<file path="src/rtl/cr_prefix_rec_topk_if.sv">
// Prefix FIFO write port of the recogniser top-K decision stage.
// The decision stage drives the master side; the FIFO drives the slave side.
interface cr_prefix_rec_topk_if;
    logic       pf_full;
    logic       rec_us_prefix_valid;
    logic [8:0] rec_us_pf_datain;

    modport master (input pf_full, output rec_us_prefix_valid, output rec_us_pf_datain);
    modport slave  (output pf_full, input rec_us_prefix_valid, input rec_us_pf_datain);
endinterface

</file>
<file path="src/rtl/cr_prefix_rec_topk.sv">
// Recogniser decision stage: snapshots an activation vector, scans it LANES neurons
// per cycle into a sorted top-K list, then writes the winners into the prefix FIFO.
module cr_prefix_rec_topk #(
    parameter int N_NEURONS = 128,
    parameter int LANES     = 8,
    parameter int TOPK      = 4,
    parameter int ACT_W     = 8
) (
    input  logic                       clk,
    input  logic                       rst_n,
    input  logic                       rec_topk_start,
    input  logic [N_NEURONS*ACT_W-1:0] rec_act_result,
    input  logic [N_NEURONS-1:0]       rec_neuron_en,
    input  logic [ACT_W-1:0]           rec_threshold,
    input  logic                       rec_us_hold,
    cr_prefix_rec_topk_if.master       pf,
    output logic                       rec_topk_busy,
    output logic                       rec_topk_done,
    output logic                       rec_topk_err,
    output logic [TOPK*8-1:0]          rec_topk_idx,
    output logic [TOPK*ACT_W-1:0]      rec_topk_val,
    output logic [3:0]                 rec_topk_cnt
);
    localparam int IDX_W = $clog2(N_NEURONS);
    localparam int S     = N_NEURONS / LANES;
    localparam int C_W   = (S > 1) ? $clog2(S) : 1;
    localparam int P_W   = (TOPK > 1) ? $clog2(TOPK) : 1;

    typedef enum logic [1:0] {IDLE, SCAN, EMIT} state_t;

    state_t                  state_q, state_d;
    logic signed [ACT_W-1:0] act_snap [N_NEURONS];
    logic [N_NEURONS-1:0]    en_snap;
    logic signed [ACT_W-1:0] thr_snap;
    logic [C_W-1:0]          chunk;
    logic [P_W-1:0]          ptr;
    logic [IDX_W-1:0]        list_idx [TOPK];
    logic signed [ACT_W-1:0] list_val [TOPK];
    logic [3:0]              list_cnt;
    logic [IDX_W-1:0]        nxt_idx [TOPK];
    logic signed [ACT_W-1:0] nxt_val [TOPK];
    logic [3:0]              nxt_cnt;
    logic                    accept, strobe, last_word;
    logic [8:0]              datain;

    // Insertion chain over one chunk; strict '>' keeps the earlier (lower) index ahead on ties.
    always_comb begin : insert_chain
        logic [IDX_W-1:0]        nidx;
        logic signed [ACT_W-1:0] cand;
        int                      pos;
        // NOTE: every always_comb output gets a default first so no path can infer a latch.
        nxt_idx = list_idx;
        nxt_val = list_val;
        nxt_cnt = list_cnt;
        nidx    = '0;
        cand    = '0;
        pos     = TOPK;
        for (int l = 0; l < LANES; l++) begin
            nidx = IDX_W'(int'(chunk) * LANES + l);
            cand = act_snap[nidx];
            if (en_snap[nidx] && cand > thr_snap) begin
                pos = TOPK;
                for (int j = TOPK - 1; j >= 0; j--)
                    if (j >= int'(nxt_cnt) || cand > nxt_val[j]) pos = j;
                for (int j = TOPK - 1; j > 0; j--)
                    if (j > pos) begin
                        nxt_idx[j] = nxt_idx[j-1];
                        nxt_val[j] = nxt_val[j-1];
                    end
                for (int j = 0; j < TOPK; j++)
                    if (j == pos) begin
                        nxt_idx[j] = nidx;
                        nxt_val[j] = cand;
                    end
                if (pos < TOPK && nxt_cnt < 4'(TOPK)) nxt_cnt = nxt_cnt + 4'd1;
            end
        end
    end

    always_comb begin : fsm_next
        state_d   = state_q;
        accept    = 1'b0;
        strobe    = 1'b0;
        last_word = 1'b0;
        datain    = '0;
        unique case (state_q)
            IDLE: if (rec_topk_start && !rec_us_hold) begin
                accept  = 1'b1;
                state_d = SCAN;
            end
            SCAN: if (!rec_us_hold && chunk == C_W'(S - 1)) state_d = EMIT;
            EMIT: begin
                strobe = !pf.pf_full && !rec_us_hold;
                if (list_cnt == 4'd0) begin
                    last_word = 1'b1;
                    datain    = 9'h1FF;
                end else begin
                    last_word = (4'(ptr) == list_cnt - 4'd1);
                    datain    = {last_word, 8'(list_idx[ptr])};
                end
                if (strobe && last_word) state_d = IDLE;
            end
            default: state_d = IDLE;
        endcase
    end

    always_ff @(posedge clk or negedge rst_n) begin
        if (!rst_n) state_q <= IDLE;
        else        state_q <= state_d;
    end

    always_ff @(posedge clk or negedge rst_n) begin
        if (!rst_n) begin
            // NOTE: the snapshot is a flop array, not a RAM, so clearing it on reset is legal and intended.
            for (int i = 0; i < N_NEURONS; i++) act_snap[i] <= '0;
            for (int k = 0; k < TOPK; k++) begin
                list_idx[k] <= '0;
                list_val[k] <= '0;
            end
            en_snap       <= '0;
            thr_snap      <= '0;
            list_cnt      <= '0;
            chunk         <= '0;
            ptr           <= '0;
            rec_topk_done <= 1'b0;
            rec_topk_err  <= 1'b0;
        end else begin
            // NOTE: non-blocking assignments here so every register samples pre-edge values.
            rec_topk_err  <= rec_topk_start && rec_topk_busy && !rec_us_hold;
            rec_topk_done <= strobe && last_word;
            if (accept) begin
                for (int i = 0; i < N_NEURONS; i++) act_snap[i] <= rec_act_result[i*ACT_W +: ACT_W];
                for (int k = 0; k < TOPK; k++) begin
                    list_idx[k] <= '0;
                    list_val[k] <= '0;
                end
                en_snap  <= rec_neuron_en;
                thr_snap <= rec_threshold;
                list_cnt <= '0;
                chunk    <= '0;
                ptr      <= '0;
            end else if (state_q == SCAN && !rec_us_hold) begin
                list_idx <= nxt_idx;
                list_val <= nxt_val;
                list_cnt <= nxt_cnt;
                chunk    <= (chunk == C_W'(S - 1)) ? '0 : chunk + C_W'(1);
            end else if (strobe) begin
                ptr <= ptr + P_W'(1);
            end
        end
    end

    assign pf.rec_us_prefix_valid = strobe;
    assign pf.rec_us_pf_datain    = datain;
    assign rec_topk_busy          = (state_q != IDLE);
    assign rec_topk_cnt           = list_cnt;

    for (genvar k = 0; k < TOPK; k++) begin : g_vis
        assign rec_topk_idx[k*8 +: 8]        = 8'(list_idx[k]);
        assign rec_topk_val[k*ACT_W +: ACT_W] = list_val[k];
    end
endmodule

</file>
<file path="src/flat_wrapper.sv">
// flat-port wrapper written by rule: the top's interface ports become plain ports
module cr_prefix_rec_topk_flat 
#(
    parameter int N_NEURONS = 128,
    parameter int LANES     = 8,
    parameter int TOPK      = 4,
    parameter int ACT_W     = 8
)
  (clk, rst_n, rec_topk_start, rec_act_result, rec_neuron_en, rec_threshold, rec_us_hold, rec_topk_busy, rec_topk_done, rec_topk_err, rec_topk_idx, rec_topk_val, rec_topk_cnt, pf_pf_full, pf_rec_us_prefix_valid, pf_rec_us_pf_datain);
  cr_prefix_rec_topk_if pf_i ();
  input  logic clk;
  input  logic rst_n;
  input  logic rec_topk_start;
  input  logic [N_NEURONS*ACT_W-1:0] rec_act_result;
  input  logic [N_NEURONS-1:0] rec_neuron_en;
  input  logic [ACT_W-1:0] rec_threshold;
  input  logic rec_us_hold;
  output logic rec_topk_busy;
  output logic rec_topk_done;
  output logic rec_topk_err;
  output logic [TOPK*8-1:0] rec_topk_idx;
  output logic [TOPK*ACT_W-1:0] rec_topk_val;
  output logic [3:0] rec_topk_cnt;
  input wire logic [$bits(pf_i.pf_full)-1:0] pf_pf_full;
  output wire logic [$bits(pf_i.rec_us_prefix_valid)-1:0] pf_rec_us_prefix_valid;
  output wire logic [$bits(pf_i.rec_us_pf_datain)-1:0] pf_rec_us_pf_datain;
  assign pf_i.pf_full = pf_pf_full;
  assign pf_rec_us_prefix_valid = pf_i.rec_us_prefix_valid;
  assign pf_rec_us_pf_datain = pf_i.rec_us_pf_datain;
  cr_prefix_rec_topk #(.N_NEURONS(N_NEURONS), .LANES(LANES), .TOPK(TOPK), .ACT_W(ACT_W)) u_core (.clk(clk), .rst_n(rst_n), .rec_topk_start(rec_topk_start), .rec_act_result(rec_act_result), .rec_neuron_en(rec_neuron_en), .rec_threshold(rec_threshold), .rec_us_hold(rec_us_hold), .pf(pf_i), .rec_topk_busy(rec_topk_busy), .rec_topk_done(rec_topk_done), .rec_topk_err(rec_topk_err), .rec_topk_idx(rec_topk_idx), .rec_topk_val(rec_topk_val), .rec_topk_cnt(rec_topk_cnt));
endmodule
</file>
<file path="config.mk">
export PLATFORM = sky130hd
export DESIGN_NAME = cr_prefix_rec_topk_flat
export DESIGN_NICKNAME = d
export VERILOG_FILES = /design/src/rtl/cr_prefix_rec_topk_if.sv /design/src/rtl/cr_prefix_rec_topk.sv /design/src/flat_wrapper.sv
export SDC_FILE = /design/constraint.sdc
export NUM_CORES = 2
export LEC_CHECK = 0
export CORE_AREA = 2 2 487 489
export CTS_BUF_LIST = sky130_fd_sc_hd__clkbuf_4 sky130_fd_sc_hd__clkbuf_8
export DETAILED_ROUTE_END_ITERATION = 10
export DIE_AREA = 0 0 489 491
export PLACE_DENSITY = 0.62
export REMOVE_ABC_BUFFERS = 1
export SLEW_MARGIN = 20
export SYNTH_ARGS = -nofsm -noshare
export SYNTH_HDL_FRONTEND = slang
export SYNTH_SLANG_ARGS = --single-unit
</file>
<file path="constraint.sdc">
create_clock -name clk -period 21.5 [get_ports clk]
set_input_delay 2.15 -clock clk [delete_from_list [all_inputs] [get_ports clk]]
set_output_delay 2.15 -clock clk [all_outputs]
set_load 0.02 [all_outputs]
</file>
Word-level counts from Yosys, hierarchy flattened:

Cells that the tools add are included.

* flip-flop bits (word level): 1234
* output and inout bits: 81

* reductions and logical operators: 73
* muxes and demuxes: 251
* add/subtract/negate cells: 18
* bitwise logic cells: 9
* order comparisons: 129
* equality and inequality tests: 32

Operator list (number)
* $mux W32: 18
* $mux W8: 72
* $eq A3 B32 Y1 const A: 16
* $gt A3 B32 Y1 const A: 16
* $bmux W8 S7: 8
* $mux W7: 58
* $gt A8 B8 Y1: 40
* $mux W28: 10
* $eq A2 B32 Y1 const A: 8
* $gt A2 B32 Y1 const A: 8
* $logic_not A32 Y1: 8
* $lt A32 B4 Y1 const B: 8
* $mux W3: 32
* $mux W4: 21
* $ge A1 B4 Y1 const A: 16
* $ge A2 B4 Y1 const A: 16
* $ge A8 B8 Y1 const B: 8
* $lt A7 B8 Y1 const B: 8
* $not A7 Y8: 8
* $bmux W1 S7: 7
* $add A4 B1 Y4 const B: 9
* $logic_or A1 B1 Y1: 32
* $lt A4 B3 Y1 const B: 8
* $add A7 B3 Y7 const B: 4
* other kinds (24): 73

Longest topological paths before layout:

* depth in word-level cells: 94
* mapped depth: 120
* mapped depth without buffers: 112

Worst setup path after synthesis:

OpenSTA, ideal clock, no wires.

* path kind: register -> register
* from: register u_core.chunk[0]
* to: register u_core.list_idx, in the netlist u_core.rec_topk_idx[29]
* path buffers: 13
* stages on the path, launching flop included: 108
* arrival time: 20656 ps
* path slack: 721 ps
* cells stage by stage: dfrtp_1 buf_6 buf_12 buf_12 buf_12 buf_12 buf_12 mux4_2 mux4_2 ha_1 nand4_1 a211o_1 a311o_1 and2_1 clkbuf_1 and3_1 a21oi_1 o22ai_1 [... 72 more ...] o22a_1 ha_1 nor2b_1 o21a_1 o21a_1 o21a_1 o21ai_0 nand2b_1 a211oi_1 o22a_1 o2111ai_1 nor3_4 and2b_1 nor2_1 o221ai_1 o32ai_1 a31oi_1 o21ai_1

* longest elaborated chain between the ends: 94

Ends and longest elaborated chain
* start, declared: RTL line cr_prefix_rec_topk.sv:35 `logic [C_W-1:0] chunk;`
* start signal, assigned: RTL line cr_prefix_rec_topk.sv:146 `chunk <= (chunk == C_W'(S - 1)) ? '0 : chunk + C_W'(1);`
* $not A7 Y8 (not written as such): RTL line cr_prefix_rec_topk.sv:60 `cand = act_snap[nidx];`
* $bmux W8 S7: RTL line cr_prefix_rec_topk.sv:60
* $mux W8 (not written as such) (2 in series): RTL line cr_prefix_rec_topk.sv:60
* $gt A8 B8 Y1: RTL line cr_prefix_rec_topk.sv:64 `if (j >= int'(nxt_cnt) || cand > nxt_val[j]) pos = j;`
* $logic_or A1 B1 Y1: RTL line cr_prefix_rec_topk.sv:64
* $mux W3 (4 in series): RTL line cr_prefix_rec_topk.sv:64
* $mux W32: RTL line cr_prefix_rec_topk.sv:61 `if (en_snap[nidx] && cand > thr_snap) begin`
* $gt A3 B32 Y1 or $lt A32 B4 Y1 (tied branches): RTL line cr_prefix_rec_topk.sv:66, cr_prefix_rec_topk.sv:75
* [... 71 more ...]
* $mux W3 (4 in series): RTL line cr_prefix_rec_topk.sv:64
* $mux W32: RTL line cr_prefix_rec_topk.sv:61
* $gt A3 B32 Y1: RTL line cr_prefix_rec_topk.sv:66 `if (j > pos) begin`
* $mux W7: RTL line cr_prefix_rec_topk.sv:66
* $mux W7: RTL line cr_prefix_rec_topk.sv:71 `if (j == pos) begin`
* $mux W28 (*): RTL line cr_prefix_rec_topk.sv:61
* $mux W28 (*): RTL line cr_prefix_rec_topk.sv:142 `end else if (state_q == SCAN && !rec_us_hold) begin`
* $mux W28 (*): RTL line cr_prefix_rec_topk.sv:131 `if (accept) begin`
* end signal, assigned: RTL line cr_prefix_rec_topk.sv:143 `list_idx <= nxt_idx;`
* end, declared: RTL line cr_prefix_rec_topk.sv:37 `logic [IDX_W-1:0] list_idx [TOPK];`

Mark *: on every way between the ends. The rest lies on a longest branch, timed or not. The select of a mux whose other input is x is not followed.
A chain may end at the register's enable or synchronous reset.

Worst setup path after layout:

* from: register u_core.chunk[1]
* to: register u_core.list_val, in the netlist u_core.rec_topk_val[2]

* longest elaborated chain between the ends: 93

Ends and longest elaborated chain
* $not A7 Y8 (not written as such): RTL line cr_prefix_rec_topk.sv:60
* $bmux W8 S7: RTL line cr_prefix_rec_topk.sv:60
* $mux W8 (not written as such) (2 in series): RTL line cr_prefix_rec_topk.sv:60
* $gt A8 B8 Y1: RTL line cr_prefix_rec_topk.sv:64
* $logic_or A1 B1 Y1: RTL line cr_prefix_rec_topk.sv:64
* $mux W3 (4 in series): RTL line cr_prefix_rec_topk.sv:64
* $mux W32: RTL line cr_prefix_rec_topk.sv:61
* $gt A3 B32 Y1 or $lt A32 B4 Y1 (tied branches): RTL line cr_prefix_rec_topk.sv:66, cr_prefix_rec_topk.sv:75
* [... 70 more ...]
* $logic_or A1 B1 Y1: RTL line cr_prefix_rec_topk.sv:64
* $mux W3 (4 in series): RTL line cr_prefix_rec_topk.sv:64
* $mux W32: RTL line cr_prefix_rec_topk.sv:61
* $logic_not A32 Y1: RTL line cr_prefix_rec_topk.sv:71
* $mux W8: RTL line cr_prefix_rec_topk.sv:71
* $mux W32 (*): RTL line cr_prefix_rec_topk.sv:61
* $mux W32 (*): RTL line cr_prefix_rec_topk.sv:142
* $mux W32 (*): RTL line cr_prefix_rec_topk.sv:131
* end signal, assigned: RTL line cr_prefix_rec_topk.sv:144 `list_val <= nxt_val;`
* end, declared: RTL line cr_prefix_rec_topk.sv:38 `logic signed [ACT_W-1:0] list_val [TOPK];`

Marked as above.

==> results.toml <==
[status]
status = "completed"

[synth]
syn_inst = 8311
synth_cell_type_count = 116
synth-main-ff-cell = "dfrtp_1"
syn_avg_cell_area_um2 = 8.78
ys_warn_count = 0
netlist.area_leader.share = 0.423
synthTopCellsByArea = "dfrtp_1, nand2_1, mux4_2, ha_1, clkbuf_1"
synth_edf_count = 0
ys_ff_latch = 1234
synth-seq-area-share = 0.423
synth_top_cell_by_area = "dfrtp_1"
async_flop_share = 1.00
netlist_area_um2 = 72900

[place]
io_buffers = 1241
postPlaceCellArea_um2 = 90100
dp_cells = 12593
dp_hpwl_mm = 252
gp_congestion = 1.01
post-place-ws_ps = -74.4

[detailed_routing]
first_pass_iters = 7
ant_nets = 0
viasPerCell = 5.35
wl_per_cell_um = 25.4
drt_iter0_drc = 6974
num_vias = 69707
routed_wl_mm = 331
route.detailed.drc = 0

[critical_path]
slowest_stage = "mux4_2"
end_kind = "register"
crit_start = "u_core.chunk[1]"
cp_data_arrival_time_ps = 21680
path_class = "reg2reg"
timing.rr.start = "u_core.chunk[1]"
crit_top_cell = "o21a_1"
rr_endpoint = "u_core.rec_topk_val[2]"
cpPeakStageDelay_ps = 730
start_kind = "register"
cp_max_fo = 40
rr_worst_depth = 82
critPathRequiredTime_ps = 22410
regToRegSetupSlack_ps = 730

[grt]
grt.busiest_layer = "met2"
use_met1 = 0.348
use_met3 = 0.0565
grt_start_max_net_pins = 207
antenna_found_initial = 50
first_global_vias = 69832
grt_usage = 0.267
overflow = 0
grt_first_pass_wirelength_mm = 474
use_met2 = 0.427

[die]
row_count = 178
initial_utilization = 0.311
coreArea_um2 = 235000
die-area_um2 = 240000
die_w_um = 489
ios = 1246
die_h_um = 491

[cts]
clock-sinks = 1234
cts_max_level = 4
cts_root_buf = "clkbuf_8"
cts_max_path_buffers = 3
cts_tree = "done"
numCtsBuffers = 215
clk_latency_ps = 1000
clk_pin_slew_ps = 60

[layout]
fillers = 23322
area_growth_pct = 31.3
drive_gt1_frac = 0.138
layout_commonest_cell = "nand2_1"
final_cells = 13022
mostFrequentLayoutCells = "nand2_1, clkdlybuf4s50_1, dfrtp_1"
multi_input_comb_area_um2 = 39600
design_area_um2 = 95700
fin_nets = 11188
regArea_um2 = 30900

[sta]
finalMaxSlewViolations = 0
worst_slack_ps = 735
min_period_ps = 20770
finalSetupViolations = 0
skew_ps = 76.4
final-hold-violation-count = 0
worst_pin_slew_ps = 1090
slew-limit-headroom = 0.274
finalCritPeriodShare = 0.966
max_freq_ghz = 0.0482
setup_tns_ps = 0

[hold_path]
min_path_type = "reg2reg"
whs_endpoint = "u_core.en_snap[93]"
hp-start = "u_core.en_snap[93]"
hold_path_depth = 2

[job]
drv_cap = 0
[sequential cells by signal, summed over array words and instances (netlist names)]
register and cells:
u_core.act_snap 1024, u_core.chunk 4, u_core.en_snap 128, u_core.ptr 2, u_core.rec_topk_cnt 4, u_core.rec_topk_done 1, u_core.rec_topk_err 1, u_core.rec_topk_idx 28
u_core.rec_topk_val 32, u_core.state_q 2, u_core.thr_snap 8
[stage by stage]
step           hold WS [ps]  utilization
5_1_grt                 483        0.408
2_1_floorplan           437            -
3_5_place_dp            457        0.384
4_1_cts                 471        0.405
6_report                468        0.408
3_3_place_gp            450        0.384
[critical path, delay by kind of cell (launching register included)]
family / cells / cell delay (ps)
compound gates: 38 / 8460
fa+ha+maj: 7 / 2370
buf+inv: 13 / 3310
flops: 1 / 620
mux: 4 / 1910
simple gates: 20 / 3810
[per-layer routing]
metal,part of all wire,up-vias
met5,0.00098,-
met4,0.046,46
met3,0.085,745
met2,0.46,3440
met1,0.41,34302
li1,-,31174
[cells in the mapped netlist (35+ instances only)]
cell      count
clkbuf_1    357
a22oi_1      57
nor2_1      279
ha_1        345
o21ai_0     210
dfrtp_1    1234
a211oi_1     41
nand4_1      52
mux4_2      346
o22ai_1      78
nand2_1    3719
inv_1       177
a21oi_1     219
buf_2        79
o211ai_1     48
nand3_1      70
nor3_1       82
o21a_1       83
a31oi_1      35
mux2i_1      47
nor2b_1      53
[logic make-up after synthesis]
| group | share of synthesized area |
|---|---|
| compound gates | 0.115 |
| simple gates | 0.241 |
| xor+xnor | 0.00156 |
| buf+inv | 0.0410 |
| flops | 0.423 |
| other cells | 0.0000514 |
| fa+ha+maj | 0.0592 |
| mux | 0.119 |
[layout make-up]
| cell class | count | share of cell area |
|---|---|---|
| inverter | 182 | 0.00719 |
| sequential | 1234 | 0.323 |
| antenna | 22 | 0.000575 |
| clock buffer | 342 | 0.0450 |
| multi-input combinational | 6404 | 0.414 |
| clock inverter | 47 | 0.00588 |
| tap | 3150 | 0.0412 |
| timing repair buffer | 1641 | 0.164 |
[worst max-delay path by stage]
| stage | end | slack [ps] |
|---|---|---|
| 4_1_cts | u_core.rec_topk_val[24] | 50 |
| 2_1_floorplan | u_core.rec_topk_val[14] | -38450 |
| 5_1_grt | u_core.rec_topk_idx[30] | -140 |
| 3_5_place_dp | u_core.rec_topk_val[9] | -70 |
| 3_3_place_gp | u_core.rec_topk_idx[27] | 170 |
| 6_report | u_core.rec_topk_val[2] | 730 |
[what timing repair did]
item | in CTS | in global routing
buffers inserted | 1 | 17
gates resized for setup | 0 | 123
endpoints found under the setup margin | 11 | 60
pin swaps | 0 | 17
hold buffers | 0 | 0
Power is not shown: default switching activity piles up to over one toggle a cycle in this logic, so the estimate is an artifact.
